--- config.mk ---
export PLATFORM = sky130hd
export DESIGN_NAME = br_seq
export DESIGN_NICKNAME = d
export VERILOG_FILES = /design/src/rtl/br_pkg.sv /design/src/rtl/brc.sv /design/src/rtl/br_seq.sv
export SDC_FILE = /design/constraint.sdc
export NUM_CORES = 1
export LEC_CHECK = 0
export CAP_MARGIN = 40
export CORE_ASPECT_RATIO = 2
export CORE_UTILIZATION = 40
export CTS_CLUSTER_DIAMETER = 50
export CTS_CLUSTER_SIZE = 16
export DETAILED_ROUTE_END_ITERATION = 8
export DONT_BUFFER_PORTS = 1
export PLACE_DENSITY = 0.62
export REMOVE_ABC_BUFFERS = 1
export SYNTH_ARGS = -nofsm -noshare
export SYNTH_HDL_FRONTEND = slang
export SYNTH_HIERARCHICAL = 1
export SYNTH_SLANG_ARGS = --single-unit
--- constraint.sdc ---
create_clock -name i_clk -period 3.45 [get_ports i_clk]
set_clock_uncertainty 0.05 [all_clocks]
set_input_delay 0.69 -clock i_clk [delete_from_list [all_inputs] [get_ports i_clk]]
set_output_delay 0.69 -clock i_clk [all_outputs]
set_load 0.01 [all_outputs]
--- src/rtl/br_pkg.sv ---
// Shared types and branch condition codes for the branch sequencer and its comparator.
package br_pkg;

  localparam int DATA_W = 32;

  typedef enum logic [1:0] {
    IDLE    = 2'd0,
    RESOLVE = 2'd1,
    FLUSH   = 2'd2
  } state_t;

  localparam logic [2:0] BEQ  = 3'b000;
  localparam logic [2:0] BNE  = 3'b001;
  localparam logic [2:0] BLT  = 3'b100;
  localparam logic [2:0] BGE  = 3'b101;
  localparam logic [2:0] BLTU = 3'b110;
  localparam logic [2:0] BGEU = 3'b111;

endpackage

--- src/rtl/brc.sv ---
// Branch comparator: equality and signed/unsigned less-than on two operands.
module brc
  import br_pkg::*;
(
  input  logic [DATA_W-1:0] rs1_data,
  input  logic [DATA_W-1:0] rs2_data,
  input  logic              br_unsigned,
  output logic              br_less,
  output logic              br_equal
);

  logic signed [DATA_W-1:0] w_rs1_s;
  logic signed [DATA_W-1:0] w_rs2_s;

  assign w_rs1_s  = rs1_data;
  assign w_rs2_s  = rs2_data;
  assign br_equal = (rs1_data == rs2_data);
  assign br_less  = br_unsigned ? (rs1_data < rs2_data) : (w_rs1_s < w_rs2_s);

endmodule

--- src/rtl/br_seq.sv ---
// Branch resolution sequencer: accepts one branch/jump, resolves it over two
// cycles, then either redirects and flushes the pipeline or returns to idle.
module br_seq
  import br_pkg::*;
#(
  parameter int FLUSH_CYCLES = 2
) (
  input  logic              i_clk,
  input  logic              i_rst_n,
  input  logic              i_br_valid,
  output logic              o_br_ready,
  input  logic              i_is_jump,
  input  logic [2:0]        i_funct3,
  input  logic [DATA_W-1:0] i_rs1_data,
  input  logic [DATA_W-1:0] i_rs2_data,
  input  logic [DATA_W-1:0] i_target,
  output logic              o_redirect,
  output logic [DATA_W-1:0] o_redirect_pc,
  output logic              o_flush,
  output logic              o_illegal,
  output logic [DATA_W-1:0] o_br_count,
  output logic [DATA_W-1:0] o_taken_count
);

  localparam logic [3:0] FLUSH_LOAD = 4'(FLUSH_CYCLES - 1);

  function automatic logic [DATA_W-1:0] sat_inc(input logic [DATA_W-1:0] v);
    return (&v) ? v : v + 1'b1;
  endfunction

  state_t            r_state;
  logic              r_ready;
  logic              r_phase;
  logic              r_redirect;
  logic              r_flush;
  logic              r_illegal;
  logic [3:0]        r_flush_cnt;
  logic [DATA_W-1:0] r_redirect_pc;
  logic [DATA_W-1:0] r_br_count;
  logic [DATA_W-1:0] r_taken_count;

  logic              r_is_jump_p0;
  logic [2:0]        r_funct3_p0;
  logic [DATA_W-1:0] r_rs1_p0;
  logic [DATA_W-1:0] r_rs2_p0;
  logic [DATA_W-1:0] r_target_p0;
  logic              r_taken_p1;
  logic              r_illegal_p1;

  logic              w_hs;
  logic              w_less;
  logic              w_equal;
  logic              w_taken;
  logic              w_illegal;

  assign w_hs = i_br_valid & r_ready;

  // p0: request capture on handshake
  always_ff @(posedge i_clk) begin
    if (w_hs) begin
      r_is_jump_p0 <= i_is_jump;
      r_funct3_p0  <= i_funct3;
      r_rs1_p0     <= i_rs1_data;
      r_rs2_p0     <= i_rs2_data;
      r_target_p0  <= i_target;
    end
  end

  brc u_brc (
    .rs1_data    (r_rs1_p0),
    .rs2_data    (r_rs2_p0),
    .br_unsigned (r_funct3_p0[1]),
    .br_less     (w_less),
    .br_equal    (w_equal)
  );

  always_comb begin
    w_taken   = 1'b0;
    w_illegal = 1'b0;
    case (r_funct3_p0)
      BEQ:     w_taken = w_equal;
      BNE:     w_taken = !w_equal;
      BLT:     w_taken = w_less;
      BGE:     w_taken = !w_less;
      BLTU:    w_taken = w_less;
      BGEU:    w_taken = !w_less;
      default: w_illegal = 1'b1;
    endcase
    if (r_is_jump_p0) begin
      w_taken   = 1'b1;
      w_illegal = 1'b0;
    end
  end

  // p1: registered decision, consumed on the second RESOLVE edge
  always_ff @(posedge i_clk) begin
    r_taken_p1   <= w_taken;
    r_illegal_p1 <= w_illegal;
  end

  always_ff @(posedge i_clk or negedge i_rst_n) begin
    if (!i_rst_n) begin
      r_state       <= IDLE;
      r_ready       <= 1'b0;
      r_phase       <= 1'b0;
      r_redirect    <= 1'b0;
      r_flush       <= 1'b0;
      r_illegal     <= 1'b0;
      r_flush_cnt   <= '0;
      r_redirect_pc <= '0;
      r_br_count    <= '0;
      r_taken_count <= '0;
    end else begin
      r_redirect <= 1'b0;
      r_illegal  <= 1'b0;
      case (r_state)
        IDLE: begin
          if (w_hs) begin
            r_ready <= 1'b0;
            r_phase <= 1'b0;
            r_state <= RESOLVE;
          end else begin
            r_ready <= 1'b1;
          end
        end
        RESOLVE: begin
          if (!r_phase) begin
            r_phase <= 1'b1;
          end else begin
            r_phase    <= 1'b0;
            r_br_count <= sat_inc(r_br_count);
            if (r_taken_p1) begin
              r_taken_count <= sat_inc(r_taken_count);
              r_redirect    <= 1'b1;
              r_redirect_pc <= r_target_p0;
              r_flush       <= 1'b1;
              r_flush_cnt   <= FLUSH_LOAD;
              r_state       <= FLUSH;
            end else begin
              r_illegal <= r_illegal_p1;
              r_ready   <= 1'b1;
              r_state   <= IDLE;
            end
          end
        end
        FLUSH: begin
          if (r_flush_cnt == 4'd0) begin
            r_flush <= 1'b0;
            r_ready <= 1'b1;
            r_state <= IDLE;
          end else begin
            r_flush_cnt <= r_flush_cnt - 4'd1;
          end
        end
        default: begin
          r_state <= IDLE;
          r_ready <= 1'b0;
          r_flush <= 1'b0;
        end
      endcase
    end
  end

  assign o_br_ready    = r_ready;
  assign o_redirect    = r_redirect;
  assign o_redirect_pc = r_redirect_pc;
  assign o_flush       = r_flush;
  assign o_illegal     = r_illegal;
  assign o_br_count    = r_br_count;
  assign o_taken_count = r_taken_count;

endmodule

==> flow_summary.json <==
{
  "cp_data_required_time_ns": 3.81,
  "port_buffers": 0,
  "synth_edf_count": 100,
  "first_global_vias": 5467,
  "multi_input_area_sq_mm": 0.00283,
  "root_buffer": "clkbuf_16",
  "cts_max_path_buffers": 3,
  "syn-cell-area_sq_mm": 0.00878,
  "area_growth_pct": 10.7,
  "reg2reg_to": "o_taken_count[25]",
  "track_usage": 0.163,
  "start_kind": "flop",
  "clkPwrFrac": 0.286,
  "die_height_um": 212,
  "finalHoldViolations": 0,
  "synthTopCellsByCount": "127 x nand2_1, 107 x dfrtp_1, 100 x edfxtp_1",
  "netlist.area_leader.share": 0.342,
  "synth_seq_area_share": 0.651,
  "ant_nets": 0,
  "cts_tree": "yes",
  "route.detailed.drc": 0,
  "grt_max_degree": 108,
  "slew_headroom": 0.368,
  "die_w_um": 107,
  "clkTransAtPathRegs_ns": 0.07,
  "dp_cells": 966,
  "p_int_mw": 4.69,
  "grt_first_pass_wirelength_mm": 28.2,
  "slowest_stage": "dfrtp_1",
  "yosysMostFrequentCell": "nand2_1",
  "power_density_mw_per_mm2": 702,
  "rows": 76,
  "synthTopCellsByArea": "edfxtp_1 34%, dfrtp_1 30%, ha_1 5.7%",
  "syn_inst": 701,
  "dp_hpwl_mm": 13.6,
  "p_sw_mw": 2.14,
  "ir_drop_uv": 486,
  "htreeDepth": 1,
  "yosys_register_bits": 209,
  "drt-initial-drc-count": 274,
  "max_cap_violations": 0,
  "layout.cells.non_filler": 1002,
  "setup_slack_ns": 0.638,
  "r2r_cells": 9,
  "startpoint": "r_state[1]",
  "seq_power_share": 0.534,
  "synth-simple-area-share": 0.158,
  "synth_top_family_by_area": "simple AND/OR/NAND/NOR gates",
  "post-route-period-util": 0.815,
  "comb_power_share": 0.180,
  "finalWirelength_mm": 18.5,
  "gp_congestion": 0.835,
  "worstHoldPathType": "input pin to async pin",
  "cts_buffers": 18,
  "worst_pin_slew_ns": 0.942,
  "crit_family": "simple AND/OR/NAND/NOR gates",
  "fillers": 1974,
  "regArea_sq_mm": 0.00572,
  "gr-total-overflow": 0,
  "switching_share": 0.313,
  "drive_above_1_share": 0.0690,
  "synth_compound_area_frac": 0.0353,
  "pre_cts_ws_ns": 0.638,
  "synth_adder_area_share": 0.0570,
  "ys_warn_count": 6,
  "path_cells": "inv_1, ha_1, and2_1, nand2_2, clkinv_1, buf_4, nand4_1, nor3_1, xor2_1",
  "avgSynthCellArea_sq_um": 12.5,
  "cp.depth": 9,
  "yosys.area.top_type": "edfxtp_1",
  "insertion_delay_ns": 0.49,
  "end_kind": "flop",
  "dr_total_vias": 5241,
  "period_needed_ns": 2.81,
  "setup_tns_ns": 0,
  "wl_per_cell_um": 18.5,
  "timing.hold.ws_ns": 0.0517,
  "cts.sink_count": 209,
  "final_nets": 857,
  "status": "complete, no violations",
  "synth-xor-area-share": 0.0648,
  "ys_types": 56,
  "fmax_mhz": 356,
  "start_util": 0.409,
  "finalMaxSlewViolations": 0,
  "crit_buf_inv": 3,
  "first_pass_iters": 4,
  "ioPinCount": 203,
  "r2r_slack_ns": 0.64,
  "routed_via_density": 5.23,
  "dieArea_sq_mm": 0.0226,
  "cellLeakagePower_nw": 4.12,
  "arrival_ns": 3.18,
  "setup_viol": 0,
  "muxShareOfSynthArea": 0.00741,
  "max_stage_delay_ns": 0.40,
  "async_flop_share": 0.512,
  "fin_util": 0.453,
  "grt_antenna_before_repair": 4,
  "worstReg2RegStart": "r_state[1]",
  "yosys_most_used_dff": "dfrtp_1",
  "rsz0062_at_grt": "no",
  "critPathKind": "flop to flop",
  "crit_fanout": 34,
  "fp.coreArea_sq_mm": 0.0215
}
==> repair_timing <==
action                                 in CTS  in global routing
resized for setup                           0                  0
hold buffers                                1                  0
endpoints found under the hold margin     107                  0
setup buffers                               0                  0
==> cells in the final DEF, fill, tap and decap left out, types with 4 or more instances in the layout <==
master     Yosys  layout
nand2_1      127     127
dfrtp_1      107     107
edfxtp_1     100     100
xnor2_1       54      54
inv_1         46      45
ha_1          40      40
nand4_1       36      36
nand3_1       29      29
nor2_1        19      19
and3_1        19      19
clkbuf_16      0      19
a21oi_1       16      16
xor2_1        11      11
and4_1        10      10
nor3_1         8       8
o21ai_0        7       7
clkbuf_1       7       6
and2_1         5       5
nor4_1         5       5
buf_4          0       5
diode_2        0       4
mux2_2         4       4
==> per-stage QoR <==
| step | instance area (sq um) | power [mW] |
|---|---|---|
| after global placement | 9130 | 4.83 |
| after global routing | 9720 | 7.22 |
| after detailed placement | 9130 | 4.92 |
| after floorplan | 8730 | 4.47 |
| final | 9730 | 6.83 |
| after CTS | 9720 | 6.92 |
==> area by class of cell <==
class / instances / area share
Sequential cell: 209 / 0.588
Multi-Input combinational cell: 431 / 0.291
Clock buffer: 27 / 0.0540
Tap cell: 273 / 0.0351
Inverter: 47 / 0.0184
Timing Repair Buffer: 7 / 0.00875
Clock inverter: 4 / 0.00360
Antenna cell: 4 / 0.00103
==> layer usage <==
| layer | global-route usage | share of wire | vias to the layer above |
|---|---|---|---|
| met5 | 0 | 0.00065 | - |
| met4 | 0.0737 | 0.033 | 2 |
| met3 | 0.0560 | 0.084 | 35 |
| met2 | 0.311 | 0.55 | 181 |
| met1 | 0.150 | 0.33 | 2533 |
| li1 | - | - | 2490 |
==> power groups by stage <==
stage / clock network [mW] / registers, mW / logic (mW)
final: 1.95 / 3.65 / 1.23
after global routing: 2.10 / 3.71 / 1.41
after CTS: 2.01 / 3.66 / 1.25
after detailed placement: 0 / 3.71 / 1.21
after global placement: 0 / 3.69 / 1.14
after floorplan: 0 / 3.57 / 0.900
==> cell families after synthesis <==
group                    after synthesis
AND/OR/NAND/NOR                      275
flip-flops                           209
XOR/XNOR                              65
buffers and inverters                 61
AO/OA/AOI/OAI                         45
adder cells (fa/ha/maj)               40
multiplexers                           6
==> registers in the layout, indices dropped and copies added, names as in the netlist, 2 cells and up <==
signal,count
o_br_count,32
o_redirect_pc,32
o_taken_count,32
r_flush_cnt,4
r_funct3_p0,3
r_rs1_p0,32
r_rs2_p0,32
r_state,2
r_target_p0,32
==> worst max-delay path by stage <==
stage	to	slack (ns)
3_5_place_dp	o_taken_count[25]	0.64
5_1_grt	o_taken_count[25]	0.36
4_1_cts	o_taken_count[25]	0.62
6_report	o_taken_count[25]	0.64
2_1_floorplan	r_funct3_p0[0]	0.21
3_3_place_gp	o_taken_count[23]	0.83
(Power assumes the default switching activity.)
